### src/rtl/instr_fetch_unit.sv
// instr_fetch_unit: RV32I multicycle front end that owns the PC and fetches instruction words.
// Ports:
//   clk, reset               core clock, synchronous active-high reset
//   fetch_req                control FSM pulse: fetch the word at pc
//   pc_load, pc_target       redirect request and its byte address
//   mem_addr, mem_rd_en      instruction memory address and read strobe (strobe in REQ only)
//   mem_rdata, mem_rvalid    instruction memory read data and its valid flag
//   instr, instr_pc          held instruction word and the PC it was fetched from
//   pc                       next fetch address
//   instr_valid              one-cycle pulse after each capture
//   busy                     high while a fetch is in flight (REQ or WAIT)
//   fetch_err                sticky flag for misaligned redirect targets
module instr_fetch_unit #(
    parameter logic [31:0] RESET_PC  = 32'h0000_0000,
    parameter logic [31:0] NOP_INSTR = 32'h0000_0013
) (
    input  logic        clk,
    input  logic        reset,
    input  logic        fetch_req,
    input  logic        pc_load,
    input  logic [31:0] pc_target,
    output logic [31:0] mem_addr,
    output logic        mem_rd_en,
    input  logic [31:0] mem_rdata,
    input  logic        mem_rvalid,
    output logic [31:0] instr,
    output logic [31:0] instr_pc,
    output logic [31:0] pc,
    output logic        instr_valid,
    output logic        busy,
    output logic        fetch_err
);
    typedef enum logic [1:0] {IDLE, REQ, WAIT} state_t;
    state_t      state_q, state_d;
    logic [31:0] pc_q, pc_d, instr_q, instr_d, instr_pc_q, instr_pc_d, pend_tgt_q, pend_tgt_d;
    logic        instr_valid_q, instr_valid_d, fetch_err_q, fetch_err_d, pend_q, pend_d;
    logic        cap, load_ok, load_bad;
    assign busy      = state_q != IDLE;
    assign cap       = busy && mem_rvalid;
    assign load_ok   = pc_load && pc_target[1:0] == 2'b00;
    assign load_bad  = pc_load && pc_target[1:0] != 2'b00;
    assign mem_addr  = pc_q;
    assign mem_rd_en = state_q == REQ;
    assign instr       = instr_q;
    assign instr_pc    = instr_pc_q;
    assign pc          = pc_q;
    assign instr_valid = instr_valid_q;
    assign fetch_err   = fetch_err_q;
    always_comb begin
        state_d       = state_q;
        pc_d          = pc_q;
        instr_d       = instr_q;
        instr_pc_d    = instr_pc_q;
        pend_d        = pend_q;
        pend_tgt_d    = pend_tgt_q;
        instr_valid_d = cap;
        fetch_err_d   = fetch_err_q | load_bad;
        if (!busy) begin
            // any pc_load, even a rejected one, swallows a simultaneous fetch_req
            if (load_ok) pc_d = pc_target;
            else if (fetch_req && !pc_load) state_d = REQ;
        end else if (cap) begin
            state_d    = IDLE;
            instr_d    = mem_rdata;
            instr_pc_d = pc_q;
            // a redirect arriving in the capture cycle itself beats an older pending one
            pc_d       = load_ok ? pc_target : pend_q ? pend_tgt_q : pc_q + 32'd4;
            pend_d     = 1'b0;
        end else begin
            state_d = WAIT;
            if (load_ok) begin
                pend_d     = 1'b1;
                pend_tgt_d = pc_target;
            end
        end
    end
    always_ff @(posedge clk) begin
        if (reset) begin
            state_q       <= IDLE;
            pc_q          <= RESET_PC;
            instr_q       <= NOP_INSTR;
            instr_pc_q    <= RESET_PC;
            instr_valid_q <= 1'b0;
            fetch_err_q   <= 1'b0;
            pend_q        <= 1'b0;
            pend_tgt_q    <= RESET_PC;
        end else begin
            state_q       <= state_d;
            pc_q          <= pc_d;
            instr_q       <= instr_d;
            instr_pc_q    <= instr_pc_d;
            instr_valid_q <= instr_valid_d;
            fetch_err_q   <= fetch_err_d;
            pend_q        <= pend_d;
            pend_tgt_q    <= pend_tgt_d;
        end
    end
endmodule
### config.mk
export PLATFORM = sky130hd
export DESIGN_NAME = instr_fetch_unit
export DESIGN_NICKNAME = d
export VERILOG_FILES = /design/src/rtl/instr_fetch_unit.sv
export SDC_FILE = /design/constraint.sdc
export NUM_CORES = 1
export LEC_CHECK = 0
export ABC_AREA = 1
export BUFFER_PORTS_ARGS = -buffer_cell sky130_fd_sc_hd__buf_2
export CELL_PAD_IN_SITES_DETAIL_PLACEMENT = 1
export CELL_PAD_IN_SITES_GLOBAL_PLACEMENT = 1
export CORE_AREA = 2 2 133 135
export DETAILED_ROUTE_END_ITERATION = 16
export DIE_AREA = 0 0 135 137
export PLACE_DENSITY_LB_ADDON = 0.25
export SLEW_MARGIN = 20
export SYNTH_ARGS = -nofsm -noshare
export SYNTH_HDL_FRONTEND = slang
export SYNTH_SLANG_ARGS = --single-unit
### constraint.sdc
create_clock -name clk -period 1.9 [get_ports clk]
set_input_delay 0.38 -clock clk [delete_from_list [all_inputs] [get_ports clk]]
set_output_delay 0.38 -clock clk [all_outputs]
set_load 0.01 [all_outputs]
Word-level counts from Yosys, hierarchy flattened
Index checks and enable logic that the tools add are counted.
{"block": "totals", "ff_bits": 133}
{"block": "classes", "add_sub_neg": 1, "bitwise": 2, "mux": 11, "n_eq_ne": 3, "n_reduce_logical": 16}
{"operator": "two-way mux 32 bit", "count": 5}
{"operator": "adder 32 x 3 -> 32 bit, second input constant", "count": 1}
{"operator": "nonzero test 2 bit", "count": 5}
{"operator": "two-way mux 2 bit", "count": 4}
{"operator": "AND reduction 2 bit", "count": 4}
{"operator": "logical AND 1 bit", "count": 4}
{"operator": "AND reduction 3 bit", "count": 1}
{"operator": "== test 2 x 1 -> 1 bit, second input constant", "count": 1}
{"operator": "logical NOT 2 bit", "count": 1}
{"operator": "two-way mux 1 bit", "count": 2}
{"operator": "!= test 2 x 1 -> 1 bit, second input constant", "count": 1}
{"operator": "!= test 2 bit, second input constant", "count": 1}
{"operator": "logical NOT 1 bit", "count": 1}
{"operator": "inverter 1 bit", "count": 1}
{"operator": "OR 1 bit", "count": 1}

Logic depth before layout (Yosys ltp)
Gate-level depths: netlist of run 1.
{"block": "depth", "depth_word": 5, "depth_mapped": 12, "depth_no_buf": 12}

Worst setup path after synthesis of run 1
Ideal clock, no wire load.
{"block": "synth_timing", "path_type": "reg2reg", "start": "register pc_q[2] (netlist: mem_addr[2])", "end": "register pc_q[26] (netlist: mem_addr[26])", "stages_incl_launch_ff": 13, "n_path_buf": 0, "period_less_slack_ps": 1572, "setup_slack_ps": 328, "arrival_ps": 1464, "setup_time_ps": 109, "required_ps": 1791, "cell_sequence": "dfxtp_1 ha_1 nand3_2 inv_2 nand2_2 inv_1 nand2_1 nand2_1 nand3_1 nand2_1 nand3_1 nand2_1 inv_1"}
{"block": "synth_between", "elab_chain_cells": 5}
{"item": "from (decl)", "line": "35", "source": "logic [31:0] pc_q, pc_d, instr_q, instr_d, instr_pc_q, instr_pc_d, pend_tgt_q, pend_tgt_d;"}
{"item": "from (signal assigned)", "line": "89", "source": "pc_q <= pc_d;"}
{"item": "adder 32 x 3 -> 32 bit", "line": "67", "source": "pc_d = load_ok ? pc_target : pend_q ? pend_tgt_q : pc_q + 32'd4;"}
{"item": "two-way mux 32 bit (2 in a row)", "line": "67"}
{"item": "two-way mux 32 bit", "line": "62", "source": "end else if (cap) begin"}
{"item": "two-way mux 32 bit", "line": "58", "source": "if (!busy) begin"}
No other way between the ends. The select of a mux whose other input is x is not followed.
A chain may end at the register's enable or synchronous reset.

Final worst setup path of run 1
{"block": "layout_timing", "start": "register pc_q[2] (netlist: mem_addr[2])", "end": "register pc_q[19] (netlist: mem_addr[19])"}
Same word-level chain as after synthesis.

==> impl_metrics.env, run 1 <==
export IMPL_critical_path_required_ns=2.25
export IMPL_syn_inst=800
export IMPL_fin_area_sq_um=7830
export IMPL_worstSetupPathType="register to register"
export IMPL_crit_fanout=5
export IMPL_cts_tree="yes"
export IMPL_synthDistinctLibCells=33
export IMPL_use_met3=0.0656
export IMPL_maxSlewViolCount=0
export IMPL_use_met2=0.373
export IMPL_synth_edf_count=0
export IMPL_placed_area_sq_um=7180
export IMPL_syn_area_sq_um=6010
export IMPL_die_area_sq_um=18500
export IMPL_avgSynthCellArea_sq_um=7.52
export IMPL_drt_iter0_drc=341
export IMPL_tightest_slew_ns=0.694
export IMPL_vdd_drop_max_v=0.000661
export IMPL_yosys_area_top_type_share=0.443
export IMPL_die_w_um=135
export IMPL_synthArstFlopShare=0
export IMPL_fin_util=0.459
export IMPL_drt_wl_total_mm=21.8
export IMPL_die_height_um=137
export IMPL_synth_most_common_cell="nand2_1"
export IMPL_clk_latency_ns=0.42
export IMPL_min_path_type="input pin to register"
export IMPL_cp_end_kind="register"
export IMPL_cts_hold_buf=0
export IMPL_status="complete, no violations"
export IMPL_ant_nets=0
export IMPL_antenna_found_initial=0
export IMPL_timing_slew_headroom=0.537
export IMPL_viasPerCell=5.03
export IMPL_yosys_register_bits=133
export IMPL_grtUsageTotal=0.237
export IMPL_grt_pass1_wl_mm=33.6
export IMPL_num_rows=48
export IMPL_finalHoldViolCount=0
export IMPL_fmax_mhz=582
export IMPL_yosys_most_used_dff="dfxtp_1"
export IMPL_p_leak_uw=0.00359
export IMPL_pin_count=201
export IMPL_met1_usage=0.318
export IMPL_ys_warn_count=0
export IMPL_setup_worst_path_start_class="register"
export IMPL_fin_crit_sh=0.905
export IMPL_syn_nets=870
export IMPL_final_nets=1052
export IMPL_gp_congestion=0.853
export IMPL_start_util=0.353
export IMPL_preCtsSetupSlack_ns=0.121
export IMPL_vias=6137
export IMPL_final_setup_tns_ns=0
export IMPL_yosys_top_cells_area="dfxtp_1 44%, nand2_1 8.7%, a21oi_1 8.6%, o21ai_0 7.4%, a22o_1 5.1%"
export IMPL_seq_area_frac_synth=0.443
export IMPL_grt_pass1_vias=5987
export IMPL_post_drt_wl_per_cell_um=17.8
export IMPL_final_cell_count_no_fill=1220
export IMPL_grt_overflow=0
export IMPL_setup_ws_ns=0.180
export IMPL_core_area_sq_um=17100
export IMPL_grt_busiest_layer="met2"
export IMPL_yosysTopAreaCell="dfxtp_1"
export IMPL_place_inst=1188
export IMPL_cap_violations=0
export IMPL_antenna_cells=0
export IMPL_area_delta_synth_final_pct=30.1
export IMPL_dr_pass1_iters=5
export IMPL_drive_gt1_frac=0.295
export IMPL_power_density_nw_per_um2=956
export IMPL_skew_ns=0.00953
export IMPL_cts_sink_count=133
export IMPL_post_route_drc_count=0
export IMPL_clk_pin_slew_ns=0.06
export IMPL_cts_max_path_buffers=2
export IMPL_h_tree_depth=4
export IMPL_root_buffer="clkbuf_16"
export IMPL_setup_violations=0
export IMPL_port_buffers=200
export IMPL_rsz0062_at_grt="false"
export IMPL_grt_max_degree=63
export IMPL_cts_buffers=17
export IMPL_yosys_top_cells_count="139 x nand2_1, 133 x dfxtp_1, 103 x a21oi_1"
export IMPL_dp_hpwl_mm=16.1
export IMPL_worstPathArrival_ns=2.07
export IMPL_fill_cells=2187
export IMPL_fin_crit_ns=1.72
-- layout make-up --
class / instances / area [sq um] / share of cell area
Sequential cell: 133 / 2660 / 0.340
Multi-Input combinational cell: 516 / 2630 / 0.336
Timing Repair Buffer: 235 / 1310 / 0.168
Clock buffer: 19 / 443 / 0.0566
Inverter: 79 / 297 / 0.0379
Tap cell: 225 / 282 / 0.0360
Clock inverter: 13 / 195 / 0.0249
-- routing by layer --
layer  vias up  routed length, um
met5         -                  0
met2       222               9610
li1       3001                  -
met3        22               1670
met1      2892              10200
met4         0                285
-- final timing paths --
path,from,to,slack (ns),cells after the start
worst max-delay path,mem_addr[2],mem_addr[19],0.18,11
worst min-delay path,mem_rdata[24],instr[24],0.16,2
worst max register to register,mem_addr[2],mem_addr[19],0.18,11
worst min register to register,fetch_err,fetch_err,0.45,2
-- what timing repair did --
action                                  CTS  global route
buffers inserted                          0             0
endpoints found under the setup margin    0             2
endpoints found under the hold margin     0             0
resized for setup                         0             3
-- kinds of logic (layout without fill, tap and decap cells) --
kind of cell / Yosys count / count (layout) / synth area share
AO/OA/AOI/OAI: 250 / 250 / 0.237
XOR/XNOR: 9 / 9 / 0.0131
adder cells (fa/ha/maj): 1 / 1 / 0.00208
buffers and inverters: 151 / 346 / 0.121
flip-flops: 133 / 133 / 0.443
AND/OR/NAND/NOR: 256 / 256 / 0.184
-- sequential cells by signal (all words and copies together) (netlist names) --
signal       cells
pend_tgt_q      32
fetch_err        1
instr_pc        32
state_q          2
mem_addr        32
instr_valid      1
instr           32
pend_q           1
-- metrics by stage --
stage / power, uW / hold WS (ns)
floorplan: 3540 / 0.422
global placement: 3940 / 0.431
detailed placement: 3950 / 0.437
CTS: 7540 / 0.147
global route: 7770 / 0.157
finish: 7480 / 0.165
-- worst max-delay path: stages (launching register included) --
cell	delay [ns]
dfxtp_1	0.36
buf_4	0.14
inv_1	0.09
nor2_4	0.18
nand2_2	0.11
nor2_2	0.23
nand3_1	0.11
nand2_1	0.08
nand2_1	0.05
nand2_1	0.10
nand2_1	0.07
a21oi_1	0.13
-- power by group --
| group | internal, uW | total (uW) | leakage (uW) | switching [uW] |
|---|---|---|---|---|
| Clock | 2250 | 3590 | 0.000301 | 1340 |
| Combinational | 345 | 894 | 0.00221 | 550 |
| Sequential | 2890 | 3000 | 0.00108 | 111 |
| Total | 5480 | 7480 | 0.00359 | 2000 |
-- cell usage in the layout (no fill, tap or decap), types with 7 or more instances in the layout --
cell type / Yosys / routed
o21ai_0: 89 / 89
a22o_1: 35 / 35
inv_1: 73 / 73
xor2_1: 7 / 7
a21oi_1: 103 / 103
nor2_2: 6 / 7
dfxtp_1: 133 / 132
o21ai_1: 10 / 10
clkbuf_16: 0 / 17
buf_2: 21 / 200
nand2_1: 139 / 139
buf_4: 34 / 31
nor2_1: 56 / 54
nand3_1: 34 / 34
No activity file was read; power rests on OpenSTA's default activity.
==> run 2, diff against run 1 <==
--- a/config.mk
+++ b/config.mk
@@ -9,9 +9,9 @@
 export BUFFER_PORTS_ARGS = -buffer_cell sky130_fd_sc_hd__buf_2
 export CELL_PAD_IN_SITES_DETAIL_PLACEMENT = 1
 export CELL_PAD_IN_SITES_GLOBAL_PLACEMENT = 1
-export CORE_AREA = 2 2 133 135
+export CORE_AREA = 2 2 113 158
 export DETAILED_ROUTE_END_ITERATION = 16
-export DIE_AREA = 0 0 135 137
+export DIE_AREA = 0 0 115 160
 export PLACE_DENSITY_LB_ADDON = 0.25
 export SLEW_MARGIN = 20
 export SYNTH_ARGS = -nofsm -noshare
==> run 2 against run 1 <==
Register-to-register slack got worse by 0.02 ns. Global-route usage shrank 0.29 points. Worst setup slack worse by 0.018 ns. Clock-buffer cell count stayed put. Combinational power decreased by 2.9%. Core utilization shrank 0.37 points. Worst hold slack better by 0.0084 ns. Critical path type unchanged. Largest power group unchanged.
==> impl_metrics.env, run 2 (synthesis gave the netlist of run 1 again) <==
export IMPL_cts_buffers=17
export IMPL_swShare=0.255
export IMPL_core_area_sq_um=17100
export IMPL_worstPathArrival_ns=2.05
export IMPL_drt_iter0_drc=266
export IMPL_post_drt_wl_per_cell_um=17.9
export IMPL_cts_max_path_buffers=2
export IMPL_path_cells="nand2_1 > nor2_1 > nand2_1 > nor2_1 > nand2_1 > nand2_1 > nand3_1 > nand2_1 > a21oi_1"
export IMPL_p_int_uw=5590
export IMPL_fin_crit_sh=0.915
export IMPL_crit_fanout=7
export IMPL_fmax_mhz=576
export IMPL_placed_area_sq_um=7140
export IMPL_max_stage_delay_ns=0.52
export IMPL_hold_depth=2
export IMPL_clk_pin_slew_ns=0.06
export IMPL_die_area_sq_um=18400
export IMPL_grtUsageTotal=0.234
export IMPL_p_leak_uw=0.00359
export IMPL_mostFrequentLayoutCells="200 x buf_2, 139 x nand2_1, 132 x dfxtp_1, 103 x a21oi_1, 89 x o21ai_0"
export IMPL_die_height_um=160
export IMPL_grt_max_degree=56
export IMPL_tightest_slew_ns=0.624
export IMPL_status="complete, no violations"
export IMPL_timing_slew_headroom=0.584
export IMPL_r2r_setup_slack_ns=0.16
export IMPL_post_route_drc_count=0
export IMPL_rsz0062_at_grt="true"
export IMPL_combPwrFrac=0.116
export IMPL_finalHoldViolCount=0
export IMPL_p_switching_uw=1910
export IMPL_die_w_um=115
export IMPL_skew_ns=0.00810
export IMPL_cts_setup_buffers=0
export IMPL_vdd_drop_max_v=0.000555
export IMPL_worstSetupPathType="register to register"
export IMPL_critical_path_required_ns=2.21
export IMPL_maxSlewViolCount=0
export IMPL_setup_violations=0
export IMPL_cts_tree="yes"
export IMPL_rr_endpoint="mem_addr[28]"
export IMPL_crit_buf_inv=0
export IMPL_cp_end_kind="register"
export IMPL_fin_crit_ns=1.74
export IMPL_pin_count=201
export IMPL_fin_area_sq_um=7790
export IMPL_grt_pass1_wl_mm=33.3
export IMPL_clkPwrFrac=0.483
export IMPL_setup_worst_path_start_class="register"
export IMPL_cp_depth=9
export IMPL_cpMostUsedCell="nand2_1"
export IMPL_grt_pass1_vias=6206
export IMPL_dr_pass1_iters=4
export IMPL_cap_violations=0
export IMPL_reg2reg_depth=9
export IMPL_cts_sink_count=133
export IMPL_antenna_found_initial=0
export IMPL_critPathSlowestCell="dfxtp_1"
export IMPL_drive_gt1_frac=0.297
export IMPL_r2r_start="mem_addr[16]"
export IMPL_viasPerCell=5.16
export IMPL_min_path_type="input pin to register"
export IMPL_num_rows=57
export IMPL_cts_hold_buf=0
export IMPL_holdWs_ns=0.173
export IMPL_gp_congestion=0.843
export IMPL_h_tree_depth=4
export IMPL_final_setup_tns_ns=0
export IMPL_power_density_nw_per_um2=962
export IMPL_port_buffers=200
export IMPL_antenna_cells=0
export IMPL_power_uw=7500
export IMPL_clk_latency_ns=0.42
export IMPL_ant_nets=0
export IMPL_min_from="mem_rdata[22]"
export IMPL_min_to="instr[22]"
export IMPL_cp_top_family="simple AND/OR/NAND/NOR gates"
export IMPL_layout_commonest_cell="buf_2"
export IMPL_root_buffer="clkbuf_16"
export IMPL_grt_overflow=0
export IMPL_vias=6206
export IMPL_fin_util=0.455
export IMPL_dp_hpwl_mm=16.1
export IMPL_drt_wl_total_mm=21.6
export IMPL_cts_resized=0
export IMPL_start_util=0.351
export IMPL_final_nets=1054
export IMPL_area_delta_synth_final_pct=29.5
export IMPL_pwr_share_seq=0.401
## run 2: worst max path at each step
| stage | startpoint | end | slack (ns) |
|---|---|---|---|
| CTS | mem_addr[16] | mem_addr[28] | 0.14 |
| global route | mem_addr[16] | mem_addr[28] | -0.01 |
| global placement | pc_target[0] | mem_addr[4] | 0.13 |
| finish | mem_addr[16] | mem_addr[28] | 0.16 |
| floorplan | mem_addr[2] | mem_addr[26] | 0.33 |
| detailed placement | pc_target[0] | pend_tgt_q[22] | 0.12 |
## run 2: layer usage
layer  wire (um)  global-route usage  up-vias
met5           0                   0        -
met4         529              0.0811        0
met3         967              0.0478       33
met2       11500               0.433      194
met1        8590               0.261     2973
li1            -                   -     3006
## run 2: final cells by class
class | count | area (sq um)
fillers | 2201 | 9330
flip-flops and latches | 133 | 2660
multi-input cells | 516 | 2630
repair buffers | 237 | 1290
clock buffers | 19 | 443
inverters | 79 | 299
well taps | 206 | 258
clock inverters | 13 | 203
## run 2: through the flow
stage	cells	worst slack (ns)
after floorplan	800	0.328
after global placement	1171	0.131
after detailed placement	1171	0.116
after CTS	1203	0.143
after global routing	1203	-0.0130
final	1203	0.162
## run 2: power groups by stage
stage / clock, uW / combinational [uW] / sequential [uW]
4_1_cts: 3710 / 879 / 3010
3_3_place_gp: 0 / 860 / 3070
6_report: 3620 / 868 / 3010
5_1_grt: 3830 / 953 / 3020
3_5_place_dp: 0 / 869 / 3070
2_1_floorplan: 0 / 451 / 3090
